`src/rtl/sub_seq_pkg.sv`:
```
// Shared types and defaults for the subtraction operand sequencer.
// Holds the FSM state encoding, default sweep bounds and a saturating counter helper.
package sub_seq_pkg;

    localparam int OP_W_DEF    = 5;
    localparam int MIN_VAL_DEF = 1;
    localparam int MAX_VAL_DEF = 15;
    localparam int CNT_W       = 8;

    typedef enum logic [1:0] {
        ST_IDLE  = 2'd0,
        ST_ISSUE = 2'd1,
        ST_WAIT  = 2'd2,
        ST_DONE  = 2'd3
    } seq_state_e;

    function automatic logic [CNT_W-1:0] sat_inc(input logic [CNT_W-1:0] v);
        return (v == {CNT_W{1'b1}}) ? v : v + CNT_W'(1);
    endfunction

endpackage

```
`src/rtl/sub_seq_checker.sv`:
```
// Compares each returned difference against the expected a-b and keeps a
// saturating count of mismatches for the current sweep.
module sub_seq_checker
    import sub_seq_pkg::*;
#(
    parameter int OP_W = OP_W_DEF
) (
    input  logic             clk,
    input  logic             rst_n,
    input  logic             clear,
    input  logic             check,
    input  logic [OP_W-1:0]  a,
    input  logic [OP_W-1:0]  b,
    input  logic [OP_W:0]    res_d,
    output logic [CNT_W-1:0] err_count
);

    logic [OP_W:0] expected;

    // Zero-extend before subtracting so the borrow lands in the extra bit.
    assign expected = {1'b0, a} - {1'b0, b};

    always_ff @(posedge clk or negedge rst_n) begin
        if (!rst_n) begin
            err_count <= '0;
        end else if (clear) begin
            err_count <= '0;
        end else if (check && (res_d != expected)) begin
            err_count <= sat_inc(err_count);
        end
    end

endmodule

```
`src/rtl/sub_operand_sequencer.sv`:
```
// Sweeps every (a,b) pair in [MIN_VAL,MAX_VAL]^2, issues the pairs with a>=b to a
// downstream subtractor one at a time, and checks each returned difference.
module sub_operand_sequencer
    import sub_seq_pkg::*;
#(
    parameter int OP_W    = OP_W_DEF,
    parameter int MIN_VAL = MIN_VAL_DEF,
    parameter int MAX_VAL = MAX_VAL_DEF
) (
    input  logic             clk,
    input  logic             rst_n,
    input  logic             start,
    output logic [OP_W-1:0]  op_a,
    output logic [OP_W-1:0]  op_b,
    output logic             op_valid,
    input  logic             op_ready,
    input  logic [OP_W:0]    res_d,
    input  logic             res_valid,
    output logic             busy,
    output logic             done,
    output logic [CNT_W-1:0] pair_count,
    output logic [CNT_W-1:0] err_count,
    output seq_state_e       state_dbg
);

    localparam logic [OP_W-1:0] MIN_L = OP_W'(MIN_VAL);
    localparam logic [OP_W-1:0] MAX_L = OP_W'(MAX_VAL);

    seq_state_e      state;
    logic [OP_W-1:0] a, b;
    logic [OP_W-1:0] a_nxt, b_nxt;
    logic            last_pair;
    logic            advance;
    logic            sweep_start;
    logic            check_en;

    // Handshake: a pair transfers on any edge where op_valid && op_ready; once
    // op_valid rises, op_a/op_b/op_valid hold until that transfer. A result is
    // consumed only in ST_WAIT on an edge where res_valid is high.
    always_comb begin
        a_nxt     = a;
        b_nxt     = b + OP_W'(1);
        if (b == MAX_L) begin
            a_nxt = a + OP_W'(1);
            b_nxt = MIN_L;
        end
        last_pair   = (a == MAX_L) && (b == MAX_L);
        advance     = ((state == ST_ISSUE) && (a < b)) ||
                      ((state == ST_WAIT) && res_valid);
        sweep_start = (state == ST_IDLE) && start;
        check_en    = (state == ST_WAIT) && res_valid;
    end

    always_ff @(posedge clk or negedge rst_n) begin
        if (!rst_n) begin
            state      <= ST_IDLE;
            a          <= '0;
            b          <= '0;
            op_valid   <= 1'b0;
            done       <= 1'b0;
            pair_count <= '0;
        end else if (advance) begin
            if (last_pair) begin
                state    <= ST_DONE;
                done     <= 1'b1;
                op_valid <= 1'b0;
            end else begin
                state    <= ST_ISSUE;
                a        <= a_nxt;
                b        <= b_nxt;
                op_valid <= (a_nxt >= b_nxt);
            end
        end else begin
            case (state)
                ST_IDLE: begin
                    if (start) begin
                        state      <= ST_ISSUE;
                        a          <= MIN_L;
                        b          <= MIN_L;
                        op_valid   <= 1'b1;
                        pair_count <= '0;
                    end
                end
                ST_ISSUE: begin
                    if (op_valid && op_ready) begin
                        state      <= ST_WAIT;
                        op_valid   <= 1'b0;
                        pair_count <= sat_inc(pair_count);
                    end
                end
                ST_WAIT: begin
                    state <= ST_WAIT;
                end
                ST_DONE: begin
                    state <= ST_IDLE;
                    done  <= 1'b0;
                end
                default: begin
                    state <= ST_IDLE;
                end
            endcase
        end
    end

    assign op_a      = a;
    assign op_b      = b;
    assign busy      = (state != ST_IDLE);
    assign state_dbg = state;

    sub_seq_checker #(
        .OP_W(OP_W)
    ) u_checker (
        .clk       (clk),
        .rst_n     (rst_n),
        .clear     (sweep_start),
        .check     (check_en),
        .a         (a),
        .b         (b),
        .res_d     (res_d),
        .err_count (err_count)
    );

endmodule

```
`config.mk`:
```
export PLATFORM = sky130hd
export DESIGN_NAME = sub_operand_sequencer
export DESIGN_NICKNAME = d
export VERILOG_FILES = /design/src/rtl/sub_seq_pkg.sv /design/src/rtl/sub_seq_checker.sv /design/src/rtl/sub_operand_sequencer.sv
export SDC_FILE = /design/constraint.sdc
export NUM_CORES = 1
export LEC_CHECK = 0
export CELL_PAD_IN_SITES_DETAIL_PLACEMENT = 2
export CELL_PAD_IN_SITES_GLOBAL_PLACEMENT = 2
export CORE_ASPECT_RATIO = 1.5
export CORE_MARGIN = 2
export CORE_UTILIZATION = 31
export CTS_CLUSTER_DIAMETER = 150
export DETAILED_ROUTE_END_ITERATION = 8
export HOLD_SLACK_MARGIN = 0.15
export PLACE_DENSITY = 0.86
export SLEW_MARGIN = 30
export SYNTH_ARGS = -nofsm -noshare
export SYNTH_HDL_FRONTEND = slang
export SYNTH_SLANG_ARGS = --single-unit
```
`constraint.sdc`:
```
create_clock -name clk -period 3.5 [get_ports clk]
set_input_delay 0.7 -clock clk [delete_from_list [all_inputs] [get_ports clk]]
set_output_delay 0.7 -clock clk [all_outputs]
set_load 0.1 [all_outputs]
```
==> results list <==
* Proportion of layout cells with a drive suffix above 1: 0.168
- Synthesized instance count: around 220
* Area overhead of the layout relative to synthesis: 26.6%
* Seq/Total Area, Yosys: 0.359
* Final WL: approximately 6 mm
- Entering global routing, the biggest net connects 31 pins.
* Die ar.: around 7400 µm²
- Power share of the combinational group: 0.606
- Routability-driven placement finished with a final weighted congestion of 0.830.
* Largest fanout of any net on the critical path: 11
- Worst Setup Path Type: flop to flop
* Cell type contributing the most total cell area after synthesis: sky130_fd_sc_hd__dfrtp_1
- In this run the core area contains 36 standard-cell rows.
- After global routing the overflow that remains totals 0.
- The share of synthesized area in the top cell type comes to 0.359.
* Synthesized net count: 254
- In the synthesized netlist the dominant register cell turns out to be sky130_fd_sc_hd__dfrtp_1.
- Summing all placed instances gives a cell area of ~2500 µm².
- Final Hold Vio Count: 0
- Max capacitance violation total: 0
- Worst-Skew Late Latency: 0.28 ns
- Most used cells in the layout excluding fill and tap cells: sky130_fd_sc_hd__dfrtp_1, sky130_fd_sc_hd__buf_4, sky130_fd_sc_hd__nand2_1
- Measured along the x axis, the die boundary spans 71.0 µm.
- The longest clock path from root to sink contains 2 buffers.
* Hpwl dp: 4.76 mm
- Via count of the first global-routing pass: 2130
* Number of H-tree levels: 2
- Worst relative slew slack: 0.344
- The first global-routing pass estimated 10.6 mm of wire.
* Cell area after synthesis: between 2000 and 2500 µm²
- The worst setup path is launched from a flop.
- Die height: approximately 100 µm
- DR vias/cell: 5.50
- Initial DRC count: 67
* Overall track demand over capacity in global routing: 0.179
- Antenna violations before repair: 0
- The worst path meets setup with 0.608 ns of slack.
- Port-buffer cells: 41
- Counting every sink on the clock net gives 30.
- DRC: 0
- For this run, the number of Yosys warnings is 0.
- The run finished with clean final reports.
- Max Clock Skew: 0.00845 ns
- Switching Fraction: 0.535
- At the worst endpoint, the arrival time is 3.03 ns.
- Dividing the final minimum period by the clock period gives 0.826.
* DRT antenna net count: 0
- In the final design database the tool counted 300 nets.
- Of the total power, registers draw 0.226.
* Power per cell area: slightly above 800 nW/µm²
- 42 I/O pins were placed.
- Classification of the worst-slack hold path: flop to flop
- Inserted Clock Buffers: 5
- In this run, distinct cell masters in the synthesized netlist total 47.
- The share of total power dissipated in the clock network is 0.168.
* Async set-reset flop share out of synthesis: 1.00
- Sorting the synthesized cells by area gives the leading types as sky130_fd_sc_hd__dfrtp_1, sky130_fd_sc_hd__ha_1, sky130_fd_sc_hd__xnor2_1.
- Excluding fillers, the count of instances in the completed layout stands at 344.
- Endpoint kind of the worst setup timing path: flop
* Maximum frequency from static timing analysis: 346 MHz
- Final core area utilization: 0.405
- In the final routed layout, each cell accounts on average for 17.8 µm.
- VDD sags by at most 0.000472 V.
* Cell area after layout: roughly 2600 µm²
* Hold_buf cts: 0
- Setup repair after global routing left no endpoint under its margin.
- Total leakage power: 1.16 nW
* Setup slack at placement: 0.615 ns
- Post-synthesis sequential element count: 30
* CTS tree: built
* Number of max-slew violations in the final report: 0
- The number of gates resized after CTS was 0.
- In this run, placement finished with an instance count of ~340.
* Number of iterations in the first detailed-routing pass: 4
* Switching Power: 0.00116 W
- Crit path time final: 2.89 ns
- Clock-pin slew was measured on the worst setup and hold paths at 0.07 ns.
* Setup violations, final: 0
- The library cell used most frequently in the layout, excluding fill and tap cells, is sky130_fd_sc_hd__dfrtp_1.
* Root buffer selected by CTS: sky130_fd_sc_hd__clkbuf_8
- In this run the post-CTS setup repair buffer count came out at 0.
- In the final timing run, aggregate negative setup slack is 0 ns.
- The floorplan step defined a core boundary enclosing roughly 6500 µm².
- The internal portion of the total power is 0.00100 W.
* Diode insertion count for antenna repair: 0
- Number of flops mapped to enable cells by yosys: 0
- For this configuration, the core starts out at a cell density of 0.320.
- Data on the critical path is required at its endpoint by between 3 and 4 ns.
- In this run the mean area of a mapped cell was 9.41 µm².
* Worst slew pin tran: 0.981 ns
- Across all layers, the routed design uses 1891 vias.
-- registers in the layout, summed over array words and instances, names as in the netlist --
signal               cells
done                     1
op_a                     5
op_b                     5
op_valid                 1
pair_count               8
state_dbg                2
u_checker.err_count      8
-- path summary, 6_finish.rpt --
path | start | to | slack, ns | depth (start not counted)
max | op_a[0]$_DFFE_PN0P_ | pair_count[7]$_DFFE_PN0P_ | 0.61 | 9
min | pair_count[1]$_DFFE_PN0P_ | pair_count[1]$_DFFE_PN0P_ | 0.56 | 2
max reg2reg | op_a[0]$_DFFE_PN0P_ | pair_count[7]$_DFFE_PN0P_ | 0.61 | 9
min reg2reg | pair_count[1]$_DFFE_PN0P_ | pair_count[1]$_DFFE_PN0P_ | 0.56 | 2
max in group asynchronous | rst_n | op_b[1]$_DFFE_PN0P_ | 2.37 | 2
min in group asynchronous | rst_n | pair_count[1]$_DFFE_PN0P_ | 0.83 | 2
-- cells in the mapped netlist, types with 3 or more instances --
cell                        n
sky130_fd_sc_hd__a21oi_1   14
sky130_fd_sc_hd__or3_1      7
sky130_fd_sc_hd__o21ai_1    5
sky130_fd_sc_hd__a21o_1     4
sky130_fd_sc_hd__inv_1     13
sky130_fd_sc_hd__o21ai_0   14
sky130_fd_sc_hd__o211ai_1   3
sky130_fd_sc_hd__nand2_1   22
sky130_fd_sc_hd__nand3_1    8
sky130_fd_sc_hd__nor2_1    10
sky130_fd_sc_hd__ha_1      20
sky130_fd_sc_hd__nand4_1    4
sky130_fd_sc_hd__nand2b_1   3
sky130_fd_sc_hd__a22o_1     5
sky130_fd_sc_hd__o21a_1     3
sky130_fd_sc_hd__dfrtp_1   30
sky130_fd_sc_hd__nor3_1     3
sky130_fd_sc_hd__a21oi_2    4
sky130_fd_sc_hd__xnor2_1   15
-- area by class of cell --
cell class                 count  area, µm²
clock inverter                 1       30.0
sequential                    30        751
inverter                      13       48.8
fill                         732       3890
clock buffer                   6       82.6
multi-input combinational    175       1260
timing repair buffer          43        373
tap                           76       95.1
-- metal layers --
| layer | routed length, µm | vias to the layer above | track usage | part of all wire |
|---|---|---|---|---|
| met5 | 0 | - | 0 | 0 |
| met4 | 119 | 0 | 0.0674 | 0.019 |
| met3 | 202 | 8 | 0.0289 | 0.033 |
| met2 | 3350 | 37 | 0.326 | 0.55 |
| met1 | 2450 | 960 | 0.203 | 0.40 |
| li1 | - | 886 | - | - |
-- per-stage QoR --
| step | total power [W] | hold WS (ns) |
|---|---|---|
| after global placement | 0.00177 | 0.531 |
| after global routing | 0.00232 | 0.616 |
| after detailed placement | 0.00182 | 0.540 |
| after CTS | 0.00220 | 0.565 |
| final | 0.00216 | 0.562 |
| after floorplan | 0.00149 | 0.404 |
-- worst max-delay path, stage by stage (launching register included) --
cell and delay (ns):
sky130_fd_sc_hd__dfrtp_1 0.47, sky130_fd_sc_hd__inv_1 0.12, sky130_fd_sc_hd__ha_1 0.24, sky130_fd_sc_hd__fa_1 0.43
sky130_fd_sc_hd__nand3b_1 0.23, sky130_fd_sc_hd__a21boi_2 0.24, sky130_fd_sc_hd__o2111ai_1 0.42, sky130_fd_sc_hd__nor4_2 0.38
sky130_fd_sc_hd__xnor2_1 0.16, sky130_fd_sc_hd__nor2_1 0.05
-- power by group through the flow --
stage / sequential (W) / clock, W / combinational [W]
6_report: 0.000489 / 0.000363 / 0.00131
5_1_grt: 0.000500 / 0.000388 / 0.00143
4_1_cts: 0.000490 / 0.000373 / 0.00133
3_5_place_dp: 0.000495 / 0 / 0.00132
3_3_place_gp: 0.000488 / 0 / 0.00128
2_1_floorplan: 0.000860 / 0 / 0.000625
-- cell families (layout without fill, tap and decap cells) --
group | count (synthesis) | after routing | synth area share
simple gates | 77 | 77 | 0.212
compound gates | 59 | 59 | 0.188
flops | 30 | 30 | 0.359
fa+ha+maj | 21 | 21 | 0.129
xor+xnor | 17 | 17 | 0.0713
buf+inv | 17 | 63 | 0.0353
mux | 1 | 1 | 0.00479
No activity file was read; power rests on OpenSTA's default activity.
